**config.mk**
```make
export PLATFORM = sky130hd
export DESIGN_NAME = wb_arbiter_flat
export DESIGN_NICKNAME = d
export VERILOG_FILES = /design/src/rtl/wb_arbiter_if.sv /design/src/rtl/wb_arbiter.sv /design/src/flat_wrapper.sv
export SDC_FILE = /design/constraint.sdc
export NUM_CORES = 1
export LEC_CHECK = 0
export ABC_CLOCK_PERIOD_IN_PS = 6200
export CORE_MARGIN = 10
export CORE_UTILIZATION = 49
export DETAILED_ROUTE_END_ITERATION = 12
export MAX_ROUTING_LAYER = met4
export PLACE_DENSITY = 0.81
export SKIP_CTS_REPAIR_TIMING = 1
export SLEW_MARGIN = 5
export SYNTH_ARGS = -nofsm -noshare
export SYNTH_HDL_FRONTEND = slang
export SYNTH_SLANG_ARGS = --single-unit
```
**constraint.sdc**
```tcl
create_clock -name clk_i -period 6.2 [get_ports clk_i]
set_input_delay 1.86 -clock clk_i [delete_from_list [all_inputs] [get_ports clk_i]]
set_output_delay 1.86 -clock clk_i [all_outputs]
set_load 0.02 [all_outputs]
```
**src/rtl/wb_arbiter_if.sv**
```systemverilog
// Writeback arbiter bus: ALU and LSU result sources in,
// register-file write port and hazard mask out.
interface wb_arbiter_if;
    logic        alu_valid_i;
    logic [4:0]  alu_rd_i;
    logic [31:0] alu_value_i;
    logic        lsu_valid_i;
    logic [4:0]  lsu_rd_i;
    logic [31:0] lsu_value_i;
    logic        lsu_ready_o;
    logic [4:0]  rd0_o;
    logic [31:0] rd0_value_o;
    logic [31:0] pending_mask_o;

    // Arbiter side
    modport slave (
        input  alu_valid_i, alu_rd_i, alu_value_i,
        input  lsu_valid_i, lsu_rd_i, lsu_value_i,
        output lsu_ready_o, rd0_o, rd0_value_o,
        output pending_mask_o
    );

    // Execute-unit / register-file side
    modport master (
        output alu_valid_i, alu_rd_i, alu_value_i,
        output lsu_valid_i, lsu_rd_i, lsu_value_i,
        input  lsu_ready_o, rd0_o, rd0_value_o,
        input  pending_mask_o
    );
endinterface

```
**src/rtl/wb_arbiter.sv**
```systemverilog
// Writeback arbiter: ALU has priority, LSU results queue in an
// in-order FIFO with WAW squash and a pending-write mask.
module wb_arbiter #(
    parameter int DEPTH = 2
) (
    input  logic         clk_i,
    input  logic         rst_i,
    wb_arbiter_if.slave  bus
);
    localparam int PW = (DEPTH > 1) ? $clog2(DEPTH) : 1;
    localparam int CW = $clog2(DEPTH + 1);

    typedef logic [PW-1:0] ptr_t;

    logic [4:0]       r_rd   [DEPTH];
    logic [31:0]      r_val  [DEPTH];
    logic [DEPTH-1:0] r_live;
    ptr_t             r_head;
    ptr_t             r_tail;
    logic [CW-1:0]    r_count;
    logic [4:0]       r_rd0;
    logic [31:0]      r_val0;

    logic        w_alu_win;
    logic        w_empty;
    logic        w_ready;
    logic        w_acc_wr;
    logic        w_pop;
    logic        w_bypass;
    logic        w_push;
    logic [4:0]  w_nxt_rd;
    logic [31:0] w_nxt_val;
    logic [31:0] w_mask;

    function automatic ptr_t f_inc(input ptr_t p);
        return (p == ptr_t'(DEPTH - 1)) ? '0 : p + 1'b1;
    endfunction

    assign w_alu_win = bus.alu_valid_i && (bus.alu_rd_i != 5'd0);
    assign w_empty   = (r_count == '0);
    assign w_ready   = (r_count < CW'(DEPTH));
    assign w_acc_wr  = bus.lsu_valid_i && w_ready
                       && (bus.lsu_rd_i != 5'd0);
    assign w_pop     = !w_alu_win && !w_empty;
    assign w_bypass  = !w_alu_win && w_empty && w_acc_wr;
    assign w_push    = w_acc_wr && !w_bypass;

    // Select the result to register for next cycle's write port
    always_comb begin
        w_nxt_rd  = 5'd0;
        w_nxt_val = 32'd0;
        if (w_alu_win) begin
            w_nxt_rd  = bus.alu_rd_i;
            w_nxt_val = bus.alu_value_i;
        end else if (w_pop) begin
            if (r_live[r_head]) begin
                w_nxt_rd  = r_rd[r_head];
                w_nxt_val = r_val[r_head];
            end
        end else if (w_bypass) begin
            w_nxt_rd  = bus.lsu_rd_i;
            w_nxt_val = bus.lsu_value_i;
        end
    end

    // Destinations of live buffered results for RAW stalls
    always_comb begin
        w_mask = 32'd0;
        for (int i = 0; i < DEPTH; i++) begin
            if (r_live[i]) w_mask[r_rd[i]] = 1'b1;
        end
        w_mask[0] = 1'b0;
    end

    // FIFO state, squash marking and registered output stage
    always_ff @(posedge clk_i) begin
        if (!rst_i) begin
            r_live  <= '0;
            r_head  <= '0;
            r_tail  <= '0;
            r_count <= '0;
            r_rd0   <= 5'd0;
            r_val0  <= 32'd0;
            for (int i = 0; i < DEPTH; i++) begin
                r_rd[i]  <= 5'd0;
                r_val[i] <= 32'd0;
            end
        end else begin
            r_rd0  <= w_nxt_rd;
            r_val0 <= w_nxt_val;
            // Older results to the ALU's rd are now stale
            for (int i = 0; i < DEPTH; i++) begin
                if (w_alu_win && (r_rd[i] == bus.alu_rd_i))
                    r_live[i] <= 1'b0;
            end
            if (w_pop) begin
                r_live[r_head] <= 1'b0;
                r_head         <= f_inc(r_head);
            end
            // Same-cycle LSU result is younger than the ALU write
            if (w_push) begin
                r_live[r_tail] <= 1'b1;
                r_rd[r_tail]   <= bus.lsu_rd_i;
                r_val[r_tail]  <= bus.lsu_value_i;
                r_tail         <= f_inc(r_tail);
            end
            r_count <= r_count + CW'(w_push) - CW'(w_pop);
        end
    end

    assign bus.lsu_ready_o    = w_ready;
    assign bus.rd0_o          = r_rd0;
    assign bus.rd0_value_o    = r_val0;
    assign bus.pending_mask_o = w_mask;

endmodule

```
**src/flat_wrapper.sv**
```systemverilog
// flat-port wrapper written by rule: the top's interface ports become plain ports
module wb_arbiter_flat 
#(
    parameter int DEPTH = 2
)
  (clk_i, rst_i, bus_alu_valid_i, bus_alu_rd_i, bus_alu_value_i, bus_lsu_valid_i, bus_lsu_rd_i, bus_lsu_value_i, bus_lsu_ready_o, bus_rd0_o, bus_rd0_value_o, bus_pending_mask_o);
  wb_arbiter_if bus_i ();
  input  logic clk_i;
  input  logic rst_i;
  input wire logic [$bits(bus_i.alu_valid_i)-1:0] bus_alu_valid_i;
  input wire logic [$bits(bus_i.alu_rd_i)-1:0] bus_alu_rd_i;
  input wire logic [$bits(bus_i.alu_value_i)-1:0] bus_alu_value_i;
  input wire logic [$bits(bus_i.lsu_valid_i)-1:0] bus_lsu_valid_i;
  input wire logic [$bits(bus_i.lsu_rd_i)-1:0] bus_lsu_rd_i;
  input wire logic [$bits(bus_i.lsu_value_i)-1:0] bus_lsu_value_i;
  output wire logic [$bits(bus_i.lsu_ready_o)-1:0] bus_lsu_ready_o;
  output wire logic [$bits(bus_i.rd0_o)-1:0] bus_rd0_o;
  output wire logic [$bits(bus_i.rd0_value_o)-1:0] bus_rd0_value_o;
  output wire logic [$bits(bus_i.pending_mask_o)-1:0] bus_pending_mask_o;
  assign bus_i.alu_valid_i = bus_alu_valid_i;
  assign bus_i.alu_rd_i = bus_alu_rd_i;
  assign bus_i.alu_value_i = bus_alu_value_i;
  assign bus_i.lsu_valid_i = bus_lsu_valid_i;
  assign bus_i.lsu_rd_i = bus_lsu_rd_i;
  assign bus_i.lsu_value_i = bus_lsu_value_i;
  assign bus_lsu_ready_o = bus_i.lsu_ready_o;
  assign bus_rd0_o = bus_i.rd0_o;
  assign bus_rd0_value_o = bus_i.rd0_value_o;
  assign bus_pending_mask_o = bus_i.pending_mask_o;
  wb_arbiter #(.DEPTH(DEPTH)) u_core (.clk_i(clk_i), .rst_i(rst_i), .bus(bus_i));
endmodule
```
==> results.toml, run 1 <==
[clock_network]
cts_tree = "done"
cts-root-buf = "clkbuf_16"
numCtsBuffers = 17
cts_buffer_depth = 2
htreeDepth = 4
clk_latency_ns = 0.41
clk_pin_slew_ns = 0.06
clock_sinks = 118

[synthesis]
syn-mean-instance-area_um2 = 11.7
synth_top_family_by_area = "compound AO/OA/AOI/OAI gates"
ys_types = 41
yosysMostFrequentCell = "and2_1"
ys_ff_latch = 118
synthSimpleGateAreaFrac_pct = 15.3
seq_area_frac_synth_pct = 53.5
synthXorXnorAreaFrac_pct = 1.81
yosysTopAreaCell = "edfxtp_1"
ys_warn_count = 0
synth_compound_area_share_pct = 17.8
synth_ff_type = "edfxtp_1"
synth_edf_count = 74
synth.top_cells.by_area = "edfxtp_1 (38%), dfxtp_1 (15%), and2_1 (8.1%)"
synth-adder-area-share_pct = 0.432
syn_area_mm2 = 0.00580
ys_async_sr_fraction_pct = 0
syn_inst = 497
synth_top_area_share_pct = 38.3
muxShareOfSynthArea_pct = 7.25
syn_nets = 577
synth_common_cells = "and2_1 (75), edfxtp_1 (74), dfxtp_1 (44), nor2_1 (44), o21ai_0 (37)"

[grt]
grt_start_max_net_pins = 39
antenna_found_initial = 0
grt-ovfl-total = 0
grt_pass1_wl_um = 25700
track_usage_pct = 20.3
grt_pass1_vias = 4739

[sta]
skew_ns = 0.00816
rsz0062_at_grt = "no"
fin_tns_setup_ns = 0
fmax_mhz = 227
slew-limit-headroom_pct = 29.0
period_needed_ns = 4.40
finalHoldViolCount = 0
period_share_pct = 71.0
setup_viol = 0
slew_violations = 0
whs_ns = 0.570
tightest_slew_ns = 1.06

[routing]
drcViolationCount = 0
wl_per_cell_um = 21.0
vias = 4636
first_iter_violations = 387
viasPerCell = 5.91
drtAntennaViolNets = 0
wl_um = 16400
first_pass_iters = 5

[floorplanning]
coreArea_mm2 = 0.0115
pin_count = 148
initial_core_util_pct = 50.3
die_w_um = 129
rows = 39
die_h_um = 129
die_area_mm2 = 0.0166

[run]
maxCapViolCount = 0

[critical_path]
worstPathArrival_ns = 4.67
r2r_end = "u_core.r_rd[0][2]"
worstSetupPathType = "in2reg"
reg2reg_setup_slack_ns = 3.93
cp-start-kind = "input pin"
required_ns = 6.47
r2r-start = "u_core.r_count[1]"
r2r_cells = 5
critPathMaxFanout = 25
endpoint_kind = "register"

[power_and_ir_drop]
p_leak_nw = 2.83
vdd_ir_drop_max_mv = 0.211
p_per_area_mw_per_mm2 = 319

[placement]
hpwl_um = 11100
place.gp.congestion = 0.861
numPortBuffers = 146

[worst_hold_path]
min_path_type = "reg2reg"
whs_path_depth = 2
hp-start = "u_core.r_head"

[layout]
fill_cells = 860
diodes = 0
drive_above_1_share_pct = 18.1
syn2layout_area_growth_pct = 36.4
num-nets-final = 709
fin_util_pct = 68.6

[outcome]
status = "complete, no violations"
==> power breakdown <==
part	switching, W	internal [W]
combinational	0.000335	0.000296
clock	0.000339	0.000502
sequential	0.0000877	0.000960
==> logic make-up after synthesis <==
family / after synthesis
other: 1
buffers and inverters: 47
and+or+nand+nor: 158
DFF: 118
adders and majority gates: 2
AOI/OAI and AO/OA: 121
xor gates and xnor gates: 12
muxes: 38
==> final cells by class <==
class	instances	area [µm²]	share of cell area, %
Clock buffer	18	429	5.43
Clock inverter	14	88.8	1.12
Tap cell	143	179	2.26
Timing Repair Buffer	155	1560	19.7
Inverter	5	18.8	0.237
Multi-Input combinational cell	332	2530	32.0
Sequential cell	118	3100	39.3
==> flip-flops by register name, summed over array words and instances (netlist names), named ones only <==
| name | flops |
|---|---|
| u_core.r_rd | 10 |
| u_core.bus.rd0_value_o | 32 |
| u_core.r_tail | 1 |
| u_core.r_val | 64 |
| u_core.r_head | 1 |
| u_core.r_live | 2 |
| u_core.bus.rd0_o | 5 |
| u_core.r_count | 2 |
==> worst max-delay path, cell delays in order <==
cell and delay, ns:
clkdlybuf4s50_1 1.08, inv_1 0.29, a2111oi_4 0.90, buf_4 0.37, and2_1 0.16
==> metal layers <==
layer	track usage, %	vias up	wire, µm
met4	8.29	0	388
met2	33.3	218	8390
li1	-	2125	-
met3	4.60	30	1120
met5	-	-	0
met1	23.6	2263	6550
==> per-stage QoR <==
stage	area, µm²	worst slack, ns	cells	power, W
finish	7910	1.80	785	0.00252
global placement	7340	1.56	751	0.00167
global route	7910	1.57	785	0.00262
detailed placement	7340	1.42	751	0.00168
CTS	7860	1.82	783	0.00252
floorplan	5800	0.644	497	0.00146
==> worst max path at each step <==
stage	from	to	cells after the start
after floorplan	bus_lsu_valid_i	u_core.r_rd[1][0]	4
after global placement	rst_i	u_core.r_val[0][4]	5
after detailed placement	rst_i	u_core.r_val[1][15]	4
after CTS	rst_i	u_core.r_val[1][15]	4
after global routing	rst_i	u_core.r_val[0][25]	5
final	rst_i	u_core.r_rd[0][2]	5
==> placed cells by master (no fill, tap or decap), types with 5 or more instances in the layout <==
cell             instances
xnor2_1                  6
a221oi_2                30
clkdlybuf4s50_1        146
a311oi_1                 5
nor3_1                   8
buf_4                    7
mux2i_1                  6
and2_1                  75
clkinvlp_4               7
nand2_1                  5
o21ai_0                 35
nor2_1                  43
mux2_2                  32
dfxtp_1                 43
edfxtp_1                74
xor2_1                   6
nand3b_1                11
inv_1                    5
clkbuf_16               17
o22ai_1                 31
Power figures use the tool's default switching activity.
==> inputs of run 2 (changes only) <==
--- a/config.mk
+++ b/config.mk
@@ -5,7 +5,7 @@
 export SDC_FILE = /design/constraint.sdc
 export NUM_CORES = 1
 export LEC_CHECK = 0
-export ABC_CLOCK_PERIOD_IN_PS = 6200
+export ABC_CLOCK_PERIOD_IN_PS = 4050
 export CORE_MARGIN = 10
 export CORE_UTILIZATION = 49
 export DETAILED_ROUTE_END_ITERATION = 12
==> constraint.sdc (replaced) <==
create_clock -name clk_i -period 4.05 [get_ports clk_i]
set_input_delay 1.215 -clock clk_i [delete_from_list [all_inputs] [get_ports clk_i]]
set_output_delay 1.215 -clock clk_i [all_outputs]
set_load 0.02 [all_outputs]
==> results.toml, run 2 (synthesis results as in run 1) <==
[critical_path]
max_stage_delay_ns = 0.65
critical-path-slowest-cell = "clkdlybuf4s50_1"
cp-start-kind = "register"
endpoint_kind = "primary output"
cp_top_family = "buffers and inverters"
critPathMaxFanout = 7
worstSetupPathType = "reg2out"
required_ns = 2.83
r2r_end = "u_core.bus.rd0_value_o[31]"
cp_cell_sequence = "or3b_2 -> o22ai_1 -> clkdlybuf4s50_1"
r2r-start = "u_core.r_count[1]"
reg2reg_setup_slack_ns = 1.52
crit_buf_inv = 1
r2r_cells = 4
worstPathArrival_ns = 2.39
path_depth = 3

[placement]
place_inst = 756
hpwl_um = 11200
numPortBuffers = 146
pre_cts_ws_ns = 0.310
place.gp.congestion = 0.921

[layout]
largest_register_ffs = 64
diodes = 0
fill_cells = 813
fin_util_pct = 69.8
syn2layout_area_growth_pct = 38.6
num-nets-final = 712
largest_register = "u_core.r_val"
layout_common_cells = "clkdlybuf4s50_1 (146), and2_1 (75), edfxtp_1 (74)"
drive_above_1_share_pct = 18.9
stdcell_count = 788
layout_commonest_cell = "clkdlybuf4s50_1"

[routing]
first_iter_violations = 437
drcViolationCount = 0
vias = 4651
first_pass_iters = 5
wl_um = 16800
viasPerCell = 5.90
wl_per_cell_um = 21.3
drtAntennaViolNets = 0

[sta]
fin_tns_setup_ns = 0
setup_ws_ns = 0.448
period_needed_ns = 3.60
finalHoldViolCount = 0
whs_ns = 0.590
slew_violations = 0
tightest_slew_ns = 1.08
period_share_pct = 88.9
rsz0062_at_grt = "no"
skew_ns = 0.0107
slew-limit-headroom_pct = 28.2
setup_viol = 0
fmax_mhz = 278

[worst_hold_path]
hold-path-endpoint = "u_core.r_head"
min_path_type = "reg2reg"
whs_path_depth = 2
hp-start = "u_core.r_head"

[floorplanning]
die_area_mm2 = 0.0166
rows = 39
initial_core_util_pct = 50.3
coreArea_mm2 = 0.0115
die_w_um = 129
die_h_um = 129
pin_count = 148

[power_and_ir_drop]
vdd_ir_drop_max_mv = 0.356
p_per_area_mw_per_mm2 = 523
p_leak_nw = 2.89

[grt]
gr-usage-met3_pct = 4.72
top_usage_layer = "met2"
grt-ovfl-total = 0
grt_pass1_wl_um = 25800
track_usage_pct = 20.3
antenna_found_initial = 0
grt_start_max_net_pins = 43
grt_util_met2_pct = 33.9
gr-usage-met1_pct = 23.1
grt_pass1_vias = 4837

[run]
maxCapViolCount = 0

[clock_network]
numCtsBuffers = 17
cts_buffer_depth = 2
clock_sinks = 118
cts_tree = "done"
clk_latency_ns = 0.41
clk_pin_slew_ns = 0.06
htreeDepth = 4
cts-root-buf = "clkbuf_16"

[outcome]
status = "complete, no violations"
[run 2: worst max path at each step]
stage / start / endpoint / slack [ns]
after CTS: u_core.r_rd[0][1] / bus_pending_mask_o[20] / 0.46
after detailed placement: bus_lsu_rd_i[0] / u_core.r_val[0][15] / 0.31
after floorplan: bus_lsu_valid_i / u_core.r_rd[1][0] / 0.14
after global placement: bus_lsu_rd_i[0] / u_core.r_val[0][13] / 0.35
final: u_core.r_rd[0][1] / bus_pending_mask_o[20] / 0.45
after global routing: u_core.r_rd[0][3] / bus_pending_mask_o[6] / 0.40
[run 2: area by class of cell]
class	instances	area, µm²	area share (%)
clock buffer	18	439	5.47
multi-input combinational	332	2530	31.5
inverter	5	18.8	0.234
sequential	118	3100	38.6
timing repair buffer	158	1560	19.5
tap	143	179	2.23
clock inverter	14	200	2.49
[run 2: routing by layer]
metal  part of all wire, %  up-vias  wire length, µm
li1                      -     2130                -
met1                    39     2258             6570
met2                    51      231             8570
met3                   7.6       32             1270
met4                   2.2        0              375
met5                     0        -                0
[run 2: where the power goes]
group / internal [W] / switching, W
logic: 0.000456 / 0.000525
clock network: 0.00105 / 0.000563
registers: 0.00147 / 0.000140
[run 2: through the flow]
| step | total power, W | cell area (µm²) |
|---|---|---|
| finish | 0.00420 | 8030 |
| global route | 0.00436 | 8030 |
| CTS | 0.00421 | 8030 |
| detailed placement | 0.00260 | 7390 |
| global placement | 0.00256 | 7390 |
| floorplan | 0.00223 | 5800 |
[run 2: worst min-delay path: cells and delay by family (launching register included)]
| family | cells | cell delay, ns |
|---|---|---|
| flops | 1 | 0.35 |
| compound gates | 2 | 0.19 |
==> inputs of run 3 (changes only) <==
--- a/config.mk
+++ b/config.mk
@@ -5,12 +5,12 @@
 export SDC_FILE = /design/constraint.sdc
 export NUM_CORES = 1
 export LEC_CHECK = 0
-export ABC_CLOCK_PERIOD_IN_PS = 4050
-export CORE_MARGIN = 10
-export CORE_UTILIZATION = 49
+export ABC_CLOCK_PERIOD_IN_PS = 4500
+export CORE_MARGIN = 4
+export CORE_UTILIZATION = 53
 export DETAILED_ROUTE_END_ITERATION = 12
 export MAX_ROUTING_LAYER = met4
-export PLACE_DENSITY = 0.81
+export PLACE_DENSITY = 0.87
 export SKIP_CTS_REPAIR_TIMING = 1
 export SLEW_MARGIN = 5
 export SYNTH_ARGS = -nofsm -noshare
==> constraint.sdc (replaced) <==
create_clock -name clk_i -period 4.5 [get_ports clk_i]
set_input_delay 1.35 -clock clk_i [delete_from_list [all_inputs] [get_ports clk_i]]
set_output_delay 1.35 -clock clk_i [all_outputs]
set_load 0.02 [all_outputs]
==> results.toml, run 3 (synthesis results as in run 1) <==
[outcome]
status = "complete, no violations"

[layout]
layout_common_cells = "clkdlybuf4s50_1 (146), and2_1 (75), edfxtp_1 (74)"
fin_util_pct = 75.9
diodes = 0
num-nets-final = 709
fill_cells = 640
syn2layout_area_growth_pct = 37.5
largest_register = "u_core.r_val"
layout_commonest_cell = "clkdlybuf4s50_1"
final_area_mm2 = 0.00797
largest_register_ffs = 64
drive_above_1_share_pct = 18.2

[critical_path]
cp_cell_sequence = "or3b_2 -> o22ai_1 -> clkdlybuf4s50_1"
required_ns = 3.15
cp_top_family = "buffers and inverters"
worstSetupPathType = "reg2out"
crit_buf_inv = 1
r2r-start = "u_core.r_count[1]"
worstPathArrival_ns = 2.48
critPathMaxFanout = 10
critical-path-slowest-cell = "clkdlybuf4s50_1"
reg2reg_setup_slack_ns = 2.11
r2r_cells = 5
cp-start-kind = "register"
r2r_end = "u_core.r_val[1][0]"
path_depth = 3
endpoint_kind = "primary output"
max_stage_delay_ns = 0.66

[clock_network]
clk_pin_slew_ns = 0.06
clock_sinks = 118
cts_buffer_depth = 2
clk_latency_ns = 0.51
numCtsBuffers = 17
cts_tree = "done"
htreeDepth = 4
cts-root-buf = "clkbuf_8"

[floorplanning]
die_h_um = 113
die_area_mm2 = 0.0127
coreArea_mm2 = 0.0105
rows = 37
pin_count = 148
initial_core_util_pct = 55.1
die_w_um = 113

[routing]
wl_um = 17000
wl_per_cell_um = 21.8
first_pass_iters = 5
drtAntennaViolNets = 0
first_iter_violations = 539
vias = 4807
viasPerCell = 6.18
drcViolationCount = 0

[sta]
period_share_pct = 85.2
slew_violations = 0
rsz0062_at_grt = "no"
tightest_slew_ns = 1.05
skew_ns = 0.00902
whs_ns = 0.608
slew-limit-headroom_pct = 30.1
finalHoldViolCount = 0
period_needed_ns = 3.83
fin_tns_setup_ns = 0
setup_viol = 0
fmax_mhz = 261

[worst_hold_path]
hold-path-endpoint = "u_core.r_head"
min_path_type = "reg2reg"
hp-start = "u_core.r_head"
whs_path_depth = 2

[placement]
numPortBuffers = 146
hpwl_um = 10400
place_area_mm2 = 0.00736
place.gp.congestion = 0.921

[power_and_ir_drop]
p_per_area_mw_per_mm2 = 462
vdd_ir_drop_max_mv = 0.328
p_leak_nw = 2.87
power_w = 0.00368

[grt]
grt_pass1_vias = 4941
grt_start_max_net_pins = 43
grt-ovfl-total = 0
grt_pass1_wl_um = 26500
track_usage_pct = 27.2
antenna_found_initial = 0

[run]
maxCapViolCount = 0
## run 3: worst max path at each step
| stage | from | slack [ns] | end |
|---|---|---|---|
| global placement | bus_lsu_valid_i | 0.57 | u_core.r_val[1][24] |
| CTS | u_core.r_rd[0][4] | 0.69 | bus_pending_mask_o[6] |
| floorplan | bus_lsu_valid_i | 0.45 | u_core.r_rd[1][0] |
| detailed placement | bus_lsu_valid_i | 0.51 | u_core.r_val[0][18] |
| global route | u_core.r_rd[0][1] | 0.60 | bus_pending_mask_o[20] |
| finish | u_core.r_rd[0][4] | 0.67 | bus_pending_mask_o[6] |
## run 3: final cells by class
cell class | count | area (µm²) | area share, %
timing repair buffer | 155 | 1560 | 19.6
sequential | 118 | 3100 | 38.9
multi-input combinational | 332 | 2530 | 31.7
clock buffer | 20 | 435 | 5.46
clock inverter | 12 | 153 | 1.91
inverter | 5 | 18.8 | 0.235
tap | 136 | 170 | 2.13
## run 3: where the power goes
group	leakage, nW	switching [W]	internal, W
sequential	1.14	0.000128	0.00132
combinational	1.45	0.000476	0.000412
clock	0.277	0.000488	0.000857
total	2.87	0.00109	0.00259
## run 3: stage by stage
step | setup WS (ns) | cells
after global placement | 0.574 | 745
after CTS | 0.690 | 777
after global routing | 0.603 | 778
after detailed placement | 0.509 | 745
after floorplan | 0.450 | 497
final | 0.665 | 778
## run 3: worst min-delay path, delay by kind of cell, from the launching register on
family | cells | cell delay [ns]
DFF | 1 | 0.34
AOI/OAI and AO/OA | 2 | 0.22
## run 3: metal layers
| metal | GRT usage, % | share of wire, % | wire [µm] | up-vias |
|---|---|---|---|---|
| met5 | - | 0 | 0 | - |
| met4 | 12.8 | 3.6 | 611 | 0 |
| met3 | 4.80 | 7.4 | 1250 | 51 |
| met2 | 45.5 | 51 | 8650 | 259 |
| met1 | 31.8 | 38 | 6450 | 2367 |
| li1 | - | - | - | 2130 |
